--- src/rtl/pga_cmd_sequencer.sv ---
// pga_cmd_sequencer: Wishbone command front end for the PGA serial controller.
// Software queues PGA commands in a small FIFO. They are issued one at a time
// to pga_control as single-cycle strobes, and each one waits for op_complete.
// Optional feature macro: PGA_CMD_TIMEOUT_EN adds a WAIT-state watchdog.
module pga_cmd_sequencer #(
    parameter int FIFO_DEPTH     = 4,
    parameter int TIMEOUT_CYCLES = 4096
) (
    input  logic        clk25,
    input  logic        wb_rst,
    input  logic        wb_cyc_i,
    input  logic        wb_stb_i,
    input  logic        wb_we_i,
    input  logic [1:0]  wb_adr_i,
    input  logic [15:0] wb_dat_i,
    output logic [15:0] wb_dat_o,
    output logic        wb_ack_o,
    output logic        set_vos,
    output logic        set_gain,
    output logic        set_measure,
    output logic [4:0]  offset,
    output logic [3:0]  gain,
    input  logic        op_complete,
    output logic        busy,
    output logic        irq
);

    localparam int AW = (FIFO_DEPTH > 1) ? $clog2(FIFO_DEPTH) : 1;
    localparam int CW = AW + 1;
    localparam logic [CW-1:0] DEPTH_C = CW'(FIFO_DEPTH);

    typedef enum logic [1:0] {
        ST_IDLE  = 2'd0,
        ST_ISSUE = 2'd1,
        ST_WAIT  = 2'd2,
        ST_GAP   = 2'd3
    } state_t;

    state_t        state_q, state_d;
    logic [10:0]   mem_q [FIFO_DEPTH];
    logic [10:0]   mem_d [FIFO_DEPTH];
    logic [AW-1:0] wr_ptr_q, wr_ptr_d, rd_ptr_q, rd_ptr_d;
    logic [CW-1:0] count_q, count_d;
    logic [1:0]    cur_op_q, cur_op_d;
    logic [4:0]    offset_q, offset_d;
    logic [3:0]    gain_q, gain_d;
    logic [2:0]    strobe_q, strobe_d;
    logic [15:0]   done_q, done_d;
    logic          overflow_q, overflow_d;
    logic          timeout_q, timeout_d;
    logic          bad_op_q, bad_op_d;
    logic          ack_q, ack_d;
    logic [15:0]   dat_q, dat_d;
    logic          busy_q, busy_d;
    logic          irq_q, irq_d;

    logic          req_s, wr_s, cmd_wr_s, stat_wr_s, done_wr_s;
    logic          full_s, push_s, pop_s, ovf_set_s, bad_set_s;
    logic          done_inc_s, tmo_set_s;
    logic [10:0]   entry_s;
    logic [15:0]   status_s;
    logic [4:0]    unused_dat_s;

    // A new request is accepted only while no ack is outstanding; write side
    // effects land on the edge where the master samples the ack.
    assign req_s     = wb_cyc_i & wb_stb_i & ~ack_q;
    assign wr_s      = ack_q & wb_cyc_i & wb_stb_i & wb_we_i;
    assign cmd_wr_s  = wr_s & (wb_adr_i == 2'd0);
    assign stat_wr_s = wr_s & (wb_adr_i == 2'd1);
    assign done_wr_s = wr_s & (wb_adr_i == 2'd2);
    assign full_s    = (count_q == DEPTH_C);
    assign bad_set_s = cmd_wr_s & (wb_dat_i[1:0] == 2'd3);
    assign push_s    = cmd_wr_s & (wb_dat_i[1:0] != 2'd3) & ~full_s;
    assign ovf_set_s = cmd_wr_s & (wb_dat_i[1:0] != 2'd3) & full_s;
    assign entry_s   = {wb_dat_i[1:0], wb_dat_i[6:2], wb_dat_i[10:7]};
    assign unused_dat_s = wb_dat_i[15:11];

`ifdef PGA_CMD_TIMEOUT_EN
    localparam logic [15:0] TMO_LAST = 16'(TIMEOUT_CYCLES - 1);
    logic [15:0] tmo_cnt_q, tmo_cnt_d;

    // Watchdog counts WAIT cycles; it is zero everywhere else so every WAIT starts fresh.
    always_comb begin
        if (state_q == ST_WAIT) begin
            tmo_cnt_d = tmo_cnt_q + 16'd1;
        end else begin
            tmo_cnt_d = 16'd0;
        end
    end

    // Watchdog counter register.
    always_ff @(posedge clk25) begin
        if (wb_rst) begin
            tmo_cnt_q <= 16'd0;
        end else begin
            tmo_cnt_q <= tmo_cnt_d;
        end
    end
`else
    logic [15:0] unused_tmo_s;
    assign unused_tmo_s = 16'(TIMEOUT_CYCLES);
`endif

    // STATUS register image.
    always_comb begin
        status_s       = 16'd0;
        status_s[0]    = busy_q;
        status_s[1]    = (count_q == {CW{1'b0}});
        status_s[2]    = full_s;
        status_s[3]    = overflow_q;
        status_s[4]    = timeout_q;
        status_s[5]    = bad_op_q;
        status_s[11:8] = 4'(count_q);
    end

    // Wishbone ack and read data; data is non-zero only while ack is high.
    always_comb begin
        ack_d = req_s;
        dat_d = 16'd0;
        if (req_s && !wb_we_i) begin
            case (wb_adr_i)
                2'd1:    dat_d = status_s;
                2'd2:    dat_d = done_q;
                default: dat_d = 16'd0;
            endcase
        end else begin
            dat_d = 16'd0;
        end
    end

    // Sequencer next state: pop in IDLE, strobe in ISSUE, wait for completion.
    always_comb begin
        state_d    = state_q;
        pop_s      = 1'b0;
        cur_op_d   = cur_op_q;
        offset_d   = offset_q;
        gain_d     = gain_q;
        strobe_d   = 3'b000;
        done_inc_s = 1'b0;
        tmo_set_s  = 1'b0;
        case (state_q)
            ST_IDLE: begin
                if (count_q != {CW{1'b0}}) begin
                    pop_s    = 1'b1;
                    cur_op_d = mem_q[rd_ptr_q][10:9];
                    offset_d = mem_q[rd_ptr_q][8:4];
                    gain_d   = mem_q[rd_ptr_q][3:0];
                    state_d  = ST_ISSUE;
                end else begin
                    state_d  = ST_IDLE;
                end
            end
            ST_ISSUE: begin
                case (cur_op_q)
                    2'd0:    strobe_d = 3'b001;
                    2'd1:    strobe_d = 3'b010;
                    2'd2:    strobe_d = 3'b100;
                    default: strobe_d = 3'b000;
                endcase
                state_d = ST_WAIT;
            end
            ST_WAIT: begin
                if (op_complete) begin
                    done_inc_s = 1'b1;
                    state_d    = ST_GAP;
`ifdef PGA_CMD_TIMEOUT_EN
                end else if (tmo_cnt_q == TMO_LAST) begin
                    tmo_set_s  = 1'b1;
                    state_d    = ST_GAP;
`endif
                end else begin
                    state_d    = ST_WAIT;
                end
            end
            ST_GAP: begin
                state_d = ST_IDLE;
            end
            default: begin
                state_d = ST_IDLE;
            end
        endcase
    end

    // FIFO storage, pointers and occupancy; a simultaneous push and pop keep the count.
    always_comb begin
        mem_d    = mem_q;
        wr_ptr_d = wr_ptr_q;
        rd_ptr_d = rd_ptr_q;
        if (push_s) begin
            mem_d[wr_ptr_q] = entry_s;
            wr_ptr_d        = wr_ptr_q + 1'b1;
        end else begin
            wr_ptr_d        = wr_ptr_q;
        end
        if (pop_s) begin
            rd_ptr_d = rd_ptr_q + 1'b1;
        end else begin
            rd_ptr_d = rd_ptr_q;
        end
        case ({push_s, pop_s})
            2'b10:   count_d = count_q + 1'b1;
            2'b01:   count_d = count_q - 1'b1;
            default: count_d = count_q;
        endcase
    end

    // Sticky error bits (a set wins over a same-cycle W1C), DONE counter, busy and irq.
    always_comb begin
        overflow_d = (overflow_q & ~(stat_wr_s & wb_dat_i[3])) | ovf_set_s;
        timeout_d  = (timeout_q  & ~(stat_wr_s & wb_dat_i[4])) | tmo_set_s;
        bad_op_d   = (bad_op_q   & ~(stat_wr_s & wb_dat_i[5])) | bad_set_s;
        if (done_wr_s) begin
            done_d = 16'd0;
        end else if (done_inc_s) begin
            done_d = done_q + 16'd1;
        end else begin
            done_d = done_q;
        end
        busy_d = (state_d != ST_IDLE) | (count_d != {CW{1'b0}});
        irq_d  = overflow_q | timeout_q | bad_op_q;
    end

    // FSM state register.
    always_ff @(posedge clk25) begin
        if (wb_rst) begin
            state_q <= ST_IDLE;
        end else begin
            state_q <= state_d;
        end
    end

    // Datapath, FIFO and output registers.
    always_ff @(posedge clk25) begin
        if (wb_rst) begin
            for (int i = 0; i < FIFO_DEPTH; i++) begin
                mem_q[i] <= 11'd0;
            end
            wr_ptr_q   <= {AW{1'b0}};
            rd_ptr_q   <= {AW{1'b0}};
            count_q    <= {CW{1'b0}};
            cur_op_q   <= 2'd0;
            offset_q   <= 5'd0;
            gain_q     <= 4'd0;
            strobe_q   <= 3'b000;
            done_q     <= 16'd0;
            overflow_q <= 1'b0;
            timeout_q  <= 1'b0;
            bad_op_q   <= 1'b0;
            ack_q      <= 1'b0;
            dat_q      <= 16'd0;
            busy_q     <= 1'b0;
            irq_q      <= 1'b0;
        end else begin
            mem_q      <= mem_d;
            wr_ptr_q   <= wr_ptr_d;
            rd_ptr_q   <= rd_ptr_d;
            count_q    <= count_d;
            cur_op_q   <= cur_op_d;
            offset_q   <= offset_d;
            gain_q     <= gain_d;
            strobe_q   <= strobe_d;
            done_q     <= done_d;
            overflow_q <= overflow_d;
            timeout_q  <= timeout_d;
            bad_op_q   <= bad_op_d;
            ack_q      <= ack_d;
            dat_q      <= dat_d;
            busy_q     <= busy_d;
            irq_q      <= irq_d;
        end
    end

    assign wb_ack_o    = ack_q;
    assign wb_dat_o    = dat_q;
    assign set_vos     = strobe_q[0];
    assign set_gain    = strobe_q[1];
    assign set_measure = strobe_q[2];
    assign offset      = offset_q;
    assign gain        = gain_q;
    assign busy        = busy_q;
    assign irq         = irq_q;

endmodule
--- config.mk ---
export PLATFORM = sky130hd
export DESIGN_NAME = pga_cmd_sequencer
export DESIGN_NICKNAME = d
export VERILOG_FILES = /design/src/rtl/pga_cmd_sequencer.sv
export SDC_FILE = /design/constraint.sdc
export NUM_CORES = 1
export LEC_CHECK = 0
export CORE_ASPECT_RATIO = 1.2
export CORE_MARGIN = 2
export CORE_UTILIZATION = 40
export CTS_CLUSTER_SIZE = 14
export DETAILED_ROUTE_END_ITERATION = 8
export DONT_BUFFER_PORTS = 1
export MAX_ROUTING_LAYER = met4
export PLACE_DENSITY = 0.64
export SLEW_MARGIN = 5
export SYNTH_ARGS = -nofsm -noshare
export SYNTH_HDL_FRONTEND = slang
export SYNTH_SLANG_ARGS = --single-unit
export TNS_END_PERCENT = 5
--- constraint.sdc ---
create_clock -name clk25 -period 3.7 [get_ports clk25]
set_input_delay 0.74 -clock clk25 [delete_from_list [all_inputs] [get_ports clk25]]
set_output_delay 0.74 -clock clk25 [all_outputs]
set_load 0.05 [all_outputs]
# Word level (Yosys, flattened, before mapping)
# Index checks and enable logic that the tools add are counted.
[op_classes]
reduce_logical = 14
n_div = 0
addsub = 5
order_cmp = 3
n_mux = 16
n_shift = 0
eq_ne = 12
n_mul = 0
bitwise = 32
[ops]
columns = ["operator", "n"]
rows = [
  ["44-bit bitwise mux", 1],
  ["11-bit 2-to-1 mux", 3],
  ["16-bit one-hot mux with 2 select lines", 1],
  ["11-bit binary-select mux with 2-bit select", 1],
  ["11-bit demux with 2-bit select", 1],
  ["1-bit bitwise AND", 18],
  ["16-bit by 1-bit adder with 16-bit output, second input constant", 1],
  ["2-bit == test, second input constant", 6],
  ["3-bit one-hot mux with 3 select lines", 1],
  ["2-bit by 1-bit == test with 1-bit output, second input constant", 4],
  ["2-bit one-hot mux with 4 select lines", 1],
  ["1-bit inverter", 7],
  ["3-bit >= comparator, second input constant", 2],
  ["2-bit zero test", 3],
  ["1-bit 2-to-1 mux", 6],
  ["2-bit inverter with 3-bit output", 2],
  ["3-bit one-hot mux with 2 select lines", 1],
  ["3-bit nonzero test", 2],
  ["2-bit OR reduction", 3],
  ["1-bit bitwise OR", 5],
  ["2-bit by 1-bit adder with 2-bit output, second input constant", 2],
  ["3-bit by 1-bit adder with 3-bit output, second input constant", 1],
  ["3-bit == test, second input constant", 1],
  ["3-bit zero test", 1],
  ["7 further kinds", 8],
]
[word_totals]
word_cells = 102
mem_bits_ro = 0
mem_count = 0
reg_bits = 105
latchBits = 0
output_inout_bits = 31
in_bits = 24
ramBits = 0

# Longest topological paths before layout
# Gate-level depths: netlist (run 1).
[logic_depth]
ltp_word = 10
mapped_depth = 12
ltp_nobuf = 11

# Least setup slack after synthesis (run 1)
# Ideal clock, no wire load.
[synth_path]
kind = "input to register"
start = "input wb_adr_i[0]"
end = "register busy_q (netlist: busy)"
t_arrival_ns = 2.802
setup_ns = 0.070
slack_ns = 0.827
cell_stages = 11
path_buffers = 0
required_time_ns = 3.630
cell_sequence = "inv_1 -> ha_1 -> a21boi_2 -> nand3_1 -> ha_1 -> inv_1 -> fa_1 -> and3b_1 -> a21oi_1 -> nor3_1 -> a21oi_1"
[synth_between]
elab_chain_cells = 8
word_cells_on_any_way = 9
cone_classes = "2 x eq/ne; 1 x mux; 4 x bitwise; 2 x reduce/logical"
[synth_lines]
columns = ["element", "line", "text"]
rows = [
  ["from (decl)", "14", "input logic [1:0] wb_adr_i,"],
  ["2-bit zero test (*)", "68", "assign cmd_wr_s = wr_s & (wb_adr_i == 2'd0);"],
  ["1-bit bitwise AND (*)", "68", ""],
  ["1-bit bitwise AND (*) (2 in a row)", "73", "assign push_s = cmd_wr_s & (wb_dat_i[1:0] != 2'd3) & ~full_s;"],
  ["2-bit by 1-bit == test with 1-bit output or 2-bit == test (tied branches)", "200", "case ({push_s, pop_s})"],
  ["3-bit one-hot mux with 2 select lines (*)", "200", ""],
  ["3-bit nonzero test (*)", "219", "busy_d = (state_d != ST_IDLE) | (count_d != {CW{1'b0}});"],
  ["1-bit bitwise OR (*)", "219", ""],
  ["to (signal assigned)", "268", "busy_q <= busy_d;"],
  ["to (decl)", "54", "logic busy_q, busy_d;"],
]
# Every way passes the cells marked *; elsewhere a longest branch is shown, timed or not.
# A chain may end at the register's enable or synchronous reset.

# Final worst setup path (run 1)
# Same ends and word-level chain as after synthesis.

==> metrics.csv, run 1 <==
stage;metric;value;unit
run_status;outcome;finished clean;
clock_network;Worst-Skew Late Latency;0.35;ns
routing;Iteration-0 DRC Markers;117;
sta;Final setup viols;0;
clock_network;CTS Root Cell;clkbuf_16;
synth;post-synthesis cell area;0.00440;mm^2
routing;DR vias/cell;5.28;
sta;Slew @ Worst Pin;0.864;ns
synth;Distinct cells, synth;41;
clock_network;CTS resizes;0;
critical_path;Setup CP Type;in2reg;
finish;layout cell share with drive strength beyond 1;8.47;%
critical_path;Critical Path Fanout Max;6;
global_route;global route overflow;0;
sta;RSZ-0062 raised after global routing;false;
min_path;Hold WC Path Type;in2reg;
clock_network;TritonCTS Buffers;9;
finish;final net count;457;
finish;Ant. Diodes;0;
die;Core Region;0.0106;mm^2
sta;setup TNS;0;ns
synth;Ys Warns;0;
clock_network;Hold-fix buffers, CTS;0;
sta;clk_skew;0.00664;ns
synth;Area contributors post-synth;dfxtp_1, mux2i_1, nor2_1, mux4_2, ha_1;
clock_network;H-Tree Level Count;3;
synth;EDFF count, synth;0;
place;DP Wirelength;6.02;mm
global_route;initial antenna violation count;0;
global_route;Total GRT Usage;16.7;%
synth;Avg Cell Area, Syn;10.2;um^2
sta;Fmax;0.366;GHz
clock_network;CTS tree;done;
synth;cell accounting for the most synthesized area;dfxtp_1;
synth;Mapped Cells;431;
flow_run;max-capacitance violation count;0;
power;Max VDD drop;0.303;mV
sta;Final min period;2.73;ns
synth;most common cell in the netlist;dfxtp_1;
die;Rows;41;
global_route;number of global-route vias before repair;2980;
place;Post-DP Area;0.00441;mm^2
routing;WL final;8.86;mm
synth;sequential area share after synthesis;47.8;%
die;die area;0.0118;mm^2
critical_path;startpoint types;input port;
critical_path;reg2reg setup slack;0.97;ns
clock_network;postcts setup bufs;0;
finish;post-route cell area;0.00471;mm^2
sta;Tcrit/Tclk final;73.8;%
clock_network;clock slew at reported path FFs;0.07;ns
sta;max-slew violations;0;
die;Die X;99.7;um
routing;vias post-DR;2925;
synth;Post-synth ARST share;0;%
sta;Fin. Hold Viols;0;
critical_path;Critical Path Sink Type;register;
power;pwr/cell area;503;mW/mm^2
clock_network;clk sinks;105;
synth;net count after synthesis;468;
synth;dominant synthesized flop cell;dfxtp_1;
routing;DR DRC count;0;
place;Placer Congestion;0.870;
routing;DR WL/cell;16.0;um
routing;router iterations before antenna repair;4;
synth;Synth Register Bits;105;
sta;Max-slew headroom;42.3;%
die;die height;119;um
sta;Min Hold Slack;0.451;ns
finish;P&R area growth vs syn;7.20;%
die;num ports;55;
routing;Antenna Nets Post-Route;0;
synth;Synth top area share;47.8;%
clock_network;CTS Buffer Depth;2;
synth;top cells by instance count after synthesis;dfxtp_1, nor2_1, mux2i_1;
place;PortBufs;0;
power;Lkg Pwr;1.97;nW
critical_path;CP arrival;3.02;ns
global_route;first-pass GRT wire length;15.1;mm
critical_path;Worst Path Required;3.99;ns
global_route;largest net degree at the start of global routing;73;
die;Initial Utilization;41.4;%
[flip-flops by register name (all words and copies together) (netlist names), 2 cells and up]
name      flops
count_q       3
wr_ptr_q      2
offset        5
rd_ptr_q      2
wb_dat_o     16
mem_q        44
state_q       2
done_q       16
cur_op_q      2
gain          4
strobe_q      3
[cells by family after synthesis]
logic type,Yosys count,synth area share (%)
buffers and inverters,37,4.95
multiplexers,57,16.1
AO/OA/AOI/OAI,35,4.95
XOR/XNOR,18,3.59
flip-flops,105,47.8
AND/OR/NAND/NOR,166,18.7
adder cells (fa/ha/maj),13,3.87
[layout by cell type (no fill, tap or decap), drive strengths merged, types with 9 or more instances in the layout]
cell type and count:
a21oi 18, and3 9, clkbuf 10, dfxtp 105, ha 12, inv 13, mux2i 45, mux4 11
nand2 33, nand4 10, nor2 80, xnor2 10
[metal layers]
metal	part of all wire (%)	GRT usage, %
met5	0	-
met4	1.9	5.39
met3	5.4	5.16
met2	51	27.7
met1	42	19.2
[where the power goes]
part | total [mW] | switching, mW | leakage, nW | internal (mW)
logic | 0.200 | 0.118 | 0.981 | 0.0813
registers | 1.20 | 0.0543 | 0.846 | 1.15
clock network | 0.970 | 0.424 | 0.146 | 0.545
total | 2.37 | 0.597 | 1.97 | 1.78
[final cells by class]
class	count	area (um^2)
multi-input combinational	289	2080
fill	996	5910
timing repair buffer	3	22.5
clock buffer	10	239
clock inverter	6	66.3
inverter	12	45.0
tap	129	161
sequential	105	2100
[worst max-delay path, stage by stage]
cell and delay (ns):
inv_1 0.06, ha_1 0.17, a21boi_2 0.48, nand3_1 0.26
ha_1 0.29, inv_1 0.07, fa_1 0.42, and3b_1 0.19
a21oi_1 0.13, nor3_1 0.06, a21oi_1 0.14
[path summary, 6_finish.rpt]
kind                        startpoint                     end  depth (start not counted)
setup / recovery           wb_adr_i[0]         busy$_SDFF_PP0_                         11
hold / removal                  wb_rst  offset[4]$_SDFFE_PP0P_                          1
setup reg to reg   wb_ack_o$_SDFF_PP0_         busy$_SDFF_PP0_                         10
hold reg to reg   timeout_q$_SDFF_PP0_    timeout_q$_SDFF_PP0_                          2
[per-stage QoR]
stage / total power [mW] / cells / setup WS (ns) / utilization [%]
after floorplan: 1.39 / 431 / 0.827 / -
final: 2.37 / 554 / 0.969 / 44.4
after CTS: 2.40 / 554 / 0.973 / 44.4
after global routing: 2.48 / 554 / 0.738 / 44.4
after detailed placement: 1.43 / 538 / 0.619 / 41.5
after global placement: 1.42 / 538 / 0.681 / 41.5
No activity file was read; power rests on OpenSTA's default activity.
==> run 2: changes to the inputs <==
- PLACE_DENSITY: 0.64 -> 0.66
- clock period: 3.7 -> 2.2 ns (I/O delays scaled with it)
==> run 2 against run 1 <==
  * Combinational power is 140% higher
  * First-iteration DRC count rose by 17%
  * Count of clock-buffer cells in the layout up 1
  * Critical path depth shrank 2
  * Flip-flop and latch count did not move
  * Worst hold slack lost 0.29 ns
  * Register-to-register slack worse by 0.87 ns
  * Power up 74%
  * Non-clock buffer count up 12
  * Critical path type is now reg2reg
==> metrics.csv, run 2 (synthesized netlist as in run 1, its figures left out) <==
stage;metric;value;unit
run_status;outcome;finished clean;
critical_path;critical path cell sequence;or3b_4, nand3_4, ha_4, inv_2, fa_1, and3b_1, a21oi_1, nor3_1, a21oi_1;
die;Initial Utilization;41.4;%
min_path;HP Start;wb_rst;
critical_path;critical path launch point;count_q[2]$_SDFF_PP0_;
place;PortBufs;0;
clock_network;H-Tree Level Count;3;
sta;Min Hold Slack;0.164;ns
power;pwr/cell area;844;mW/mm^2
finish;most frequent cells in the layout;dfxtp_1, nor2_1, mux2i_1, nand2_1, a21oi_1;
finish;max FFs per register;44;
clock_network;Hold-fix buffers, CTS;0;
clock_network;postcts setup bufs;0;
global_route;global route overflow;0;
routing;Iteration-0 DRC Markers;137;
clock_network;clk sinks;105;
critical_path;startpoint types;register;
finish;Ant. Diodes;0;
sta;RSZ-0062 raised after global routing;false;
global_route;initial antenna violation count;0;
critical_path;CP peak stage delay;0.52;ns
clock_network;Worst-Skew Late Latency;0.34;ns
routing;WL final;9.29;mm
sta;clk_skew;0.00656;ns
critical_path;Critical Path Fanout Max;2;
clock_network;CTS Root Cell;clkbuf_16;
die;die height;119;um
sta;max-slew violations;0;
critical_path;Worst Path Required;2.43;ns
clock_network;CTS Buffer Depth;2;
global_route;number of global-route vias before repair;3120;
routing;vias post-DR;3034;
sta;Final setup viols;0;
routing;router iterations before antenna repair;5;
global_route;first-pass GRT wire length;15.5;mm
finish;P&R area growth vs syn;11.0;%
power;Lkg Pwr;2.04;nW
critical_path;most numerous cell on the critical path;a21oi_1;
min_path;Hold WC Path Type;in2reg;
critical_path;CP arrival;2.33;ns
routing;Antenna Nets Post-Route;0;
global_route;largest net degree at the start of global routing;73;
global_route;Total GRT Usage;17.1;%
sta;Final min period;2.10;ns
critical_path;Critical Path Sink Type;register;
finish;layout cell share with drive strength beyond 1;13.3;%
die;Die X;99.7;um
clock_network;CTS tree;done;
finish;most common cell after layout, fill and taps aside;dfxtp_1;
place;DP Wirelength;6.37;mm
finish;Layout Utilization;46.0;%
clock_network;TritonCTS Buffers;9;
clock_network;clock slew at reported path FFs;0.07;ns
critical_path;Setup CP Type;reg2reg;
critical_path;Crit-path slowest cell;fa_1;
routing;DR WL/cell;16.4;um
routing;DR vias/cell;5.36;
die;die area;0.0118;mm^2
finish;final net count;469;
die;Core Region;0.0106;mm^2
sta;Fin. Hold Viols;0;
finish;Most flops, register;mem_q;
sta;Max-slew headroom;63.6;%
die;Rows;41;
power;overall power;4.12;mW
finish;Fill cells;1007;
routing;DR DRC count;0;
power;Max VDD drop;0.494;mV
place;Placer Congestion;0.811;
critical_path;worst r2r src;count_q[2]$_SDFF_PP0_;
sta;Fmax;0.477;GHz
die;num ports;55;
flow_run;max-capacitance violation count;0;
sta;Tcrit/Tclk final;95.4;%
sta;Slew @ Worst Pin;0.546;ns
run 2: changes by cell type in the layout (fill, tap and decap cells not counted), sizes merged:
| cell | previous run | this run |
|---|---|---|
| buf | 3 | 15 |
| clkinvlp | 2 | 1 |
| clkbuf | 10 | 11 |
| clkinv | 2 | 1 |
| inv | 13 | 14 |
run 2: power breakdown:
| group | switching (mW) | internal [mW] | total (mW) |
|---|---|---|---|
| clock network | 0.720 | 0.925 | 1.64 |
| logic | 0.277 | 0.205 | 0.481 |
| registers | 0.0591 | 1.93 | 1.99 |
run 2: path summary, 6_finish.rpt:
| check | to | slack [ns] | depth (start not counted) |
|---|---|---|---|
| setup / recovery | busy$_SDFF_PP0_ | 0.10 | 9 |
| hold reg to reg | timeout_q$_SDFF_PP0_ | 0.47 | 2 |
| hold / removal | offset[3]$_SDFFE_PP0P_ | 0.16 | 1 |
| setup reg to reg | busy$_SDFF_PP0_ | 0.10 | 9 |
run 2: layout make-up:
cell class	instances	area [um^2]	area share (%)
Tap cell	129	161	3.31
Clock buffer	11	243	4.97
Inverter	12	57.6	1.18
Sequential cell	105	2100	43.1
Multi-Input combinational cell	289	2140	43.9
Timing Repair Buffer	15	113	2.31
Clock inverter	5	62.6	1.28
run 2: metrics by stage:
| step | cells | setup WS [ns] | cell area (um^2) | TNS [ns] |
|---|---|---|---|---|
| after floorplan | 431 | -0.0618 | 4460 | -0.0618 |
| after global placement | 550 | 0.103 | 4560 | 0 |
| after detailed placement | 550 | 0.0505 | 4560 | 0 |
| after CTS | 566 | 0.0395 | 4870 | 0 |
| after global routing | 566 | 0.0151 | 4880 | 0 |
| final | 566 | 0.102 | 4880 | 0 |
run 2: what timing repair did:
| action | 4_1_cts | 5_1_grt |
|---|---|---|
| gates resized for setup | 0 | 4 |
| hold endpoints to repair | 0 | 0 |
| endpoints found under the setup margin | 0 | 1 |
run 2: worst max-delay path, delay by kind of cell, from the launching register on:
kind                     cells  cell delay (ns)
adder cells (fa/ha/maj)      2             0.66
AND/OR/NAND/NOR              4             0.82
flip-flops                   1             0.34
buffers and inverters        1             0.04
AO/OA/AOI/OAI                2             0.13
run 2: metal layers:
layer  global-route usage [%]  up-vias  share of wire, %
met3                     4.99        9               5.5
li1                         -     1482                 -
met1                     19.3     1475                42
met2                     28.7       68                52
met5                        -        -                 0
met4                     6.08        0               1.2
==> run 3: changes to the inputs <==
- CTS_BUF_LIST: default -> sky130_fd_sc_hd__clkbuf_8
==> run 3 against run 2 <==
  * Worst setup slack improved by 0.042 ns
  * Critical endpoint unchanged
  * Final cell count did not move
  * Largest power group unchanged
  * Utilization fell by 0.94 points
  * First-iteration DRC count fell by 31%
  * Register-to-register slack improved by 0.04 ns
  * Count of clock-buffer cells in the layout fell by 1
==> metrics.csv, run 3 (synthesized netlist as in run 1, its figures left out) <==
stage;metric;value;unit
finish;Ant. Diodes;0;
clock_network;H-Tree Level Count;3;
finish;post-route cell area;0.00478;mm^2
place;PortBufs;0;
clock_network;TritonCTS Buffers;9;
min_path;HP Start;wb_rst;
critical_path;Critical Path Sink Type;register;
routing;WL final;9.24;mm
place;placed cells;550;
global_route;initial antenna violation count;0;
power;pwr/cell area;775;mW/mm^2
routing;Antenna Nets Post-Route;0;
power;Max VDD drop;0.469;mV
flow_run;max-capacitance violation count;0;
place;Post-DP Area;0.00456;mm^2
sta;Fmax;0.486;GHz
place;worst slack at placement;0.0505;ns
critical_path;critical path launch point;count_q[2]$_SDFF_PP0_;
global_route;largest net degree at the start of global routing;73;
critical_path;Critical Path Fanout Max;2;
finish;most common cell after layout, fill and taps aside;dfxtp_1;
routing;vias post-DR;3016;
finish;final net count;469;
sta;Tcrit/Tclk final;93.5;%
routing;router iterations before antenna repair;5;
die;Initial Utilization;41.4;%
critical_path;Setup CP Type;reg2reg;
clock_network;CTS Buffer Depth;2;
global_route;number of global-route vias before repair;3095;
die;Rows;41;
clock_network;Worst-Skew Late Latency;0.37;ns
finish;most frequent cells in the layout;dfxtp_1, nor2_1, mux2i_1, nand2_1, a21oi_1;
critical_path;startpoint types;register;
global_route;global route overflow;0;
critical_path;CP arrival;2.33;ns
finish;Layout Utilization;45.0;%
sta;max-slew violations;0;
power;Lkg Pwr;2.00;nW
clock_network;clk sinks;105;
routing;DR DRC count;0;
sta;Fin. Hold Viols;0;
clock_network;CTS tree;done;
die;num ports;55;
finish;Most flops, register;mem_q;
sta;Min Hold Slack;0.135;ns
clock_network;clock slew at reported path FFs;0.10;ns
die;Core Region;0.0106;mm^2
finish;max FFs per register;44;
routing;DR vias/cell;5.33;
routing;DR WL/cell;16.3;um
sta;post-route setup slack;0.143;ns
finish;P&R area growth vs syn;8.74;%
sta;Final setup viols;0;
sta;Max-slew headroom;63.6;%
sta;Slew @ Worst Pin;0.545;ns
routing;Iteration-0 DRC Markers;95;
sta;RSZ-0062 raised after global routing;false;
critical_path;Worst Path Required;2.47;ns
place;Placer Congestion;0.811;
die;Die X;99.7;um
global_route;first-pass GRT wire length;15.3;mm
min_path;Hold WC Path Type;in2reg;
clock_network;CTS Root Cell;clkbuf_8;
sta;clk_skew;0.00852;ns
critical_path;worst r2r src;count_q[2]$_SDFF_PP0_;
place;DP Wirelength;6.37;mm
finish;layout cell share with drive strength beyond 1;13.5;%
run_status;outcome;finished clean;
sta;Final min period;2.06;ns
power;overall power;3.71;mW
finish;fin cells;566;
clock_network;postcts setup bufs;0;
global_route;Total GRT Usage;17.0;%
die;die height;119;um
sta;setup TNS;0;ns
die;die area;0.0118;mm^2
run 3: cell count changes in the layout (fill, tap and decap cells not counted), sizes merged:
| cell | delta |
|---|---|
| clkbuf | -1 |
| inv | +1 |
run 3: critical path, cell delays in order (launching register included):
cell and delay (ns):
dfxtp_2 0.34, or3b_4 0.40, nand3_4 0.11, ha_4 0.14, inv_2 0.04, fa_1 0.52, and3b_1 0.15, a21oi_1 0.04
nor3_1 0.13, a21oi_1 0.08
run 3: layer usage:
layer / track usage (%) / vias to the layer above / wire [um] / share of wire, %
met2: 28.7 / 62 / 4780 / 52
li1: - / 1476 / - / -
met5: - / - / 0 / 0
met1: 19.0 / 1468 / 3880 / 42
met3: 5.34 / 10 / 467 / 5.1
met4: 5.31 / 0 / 111 / 1.2
run 3: path summary, 6_finish.rpt:
path              depth (start not counted)                      to  slack (ns)
setup / recovery                          9         busy$_SDFF_PP0_        0.14
hold / removal                            1  offset[2]$_SDFFE_PP0P_        0.13
setup reg to reg                          9         busy$_SDFF_PP0_        0.14
hold reg to reg                           1  strobe_q[0]$_SDFF_PP0_        0.47
run 3: report_power, final:
group | internal [mW] | switching (mW) | leakage (nW)
Combinational | 0.203 | 0.277 | 1.05
Clock | 0.564 | 0.673 | 0.106
Sequential | 1.93 | 0.0579 | 0.847
Total | 2.70 | 1.01 | 2.00
run 3: final cells by class:
type                       instances  area (um^2)
fill                            1021         5840
multi-input combinational        289         2140
sequential                       105         2100
tap                              129          161
clock buffer                      10          138
timing repair buffer              15          113
clock inverter                     6         66.3
inverter                          12         57.6
run 3: repair_timing:
action,in CTS,in global routing
hold buffers,0,0
endpoints found under the setup margin,0,1
gates resized for setup,0,5
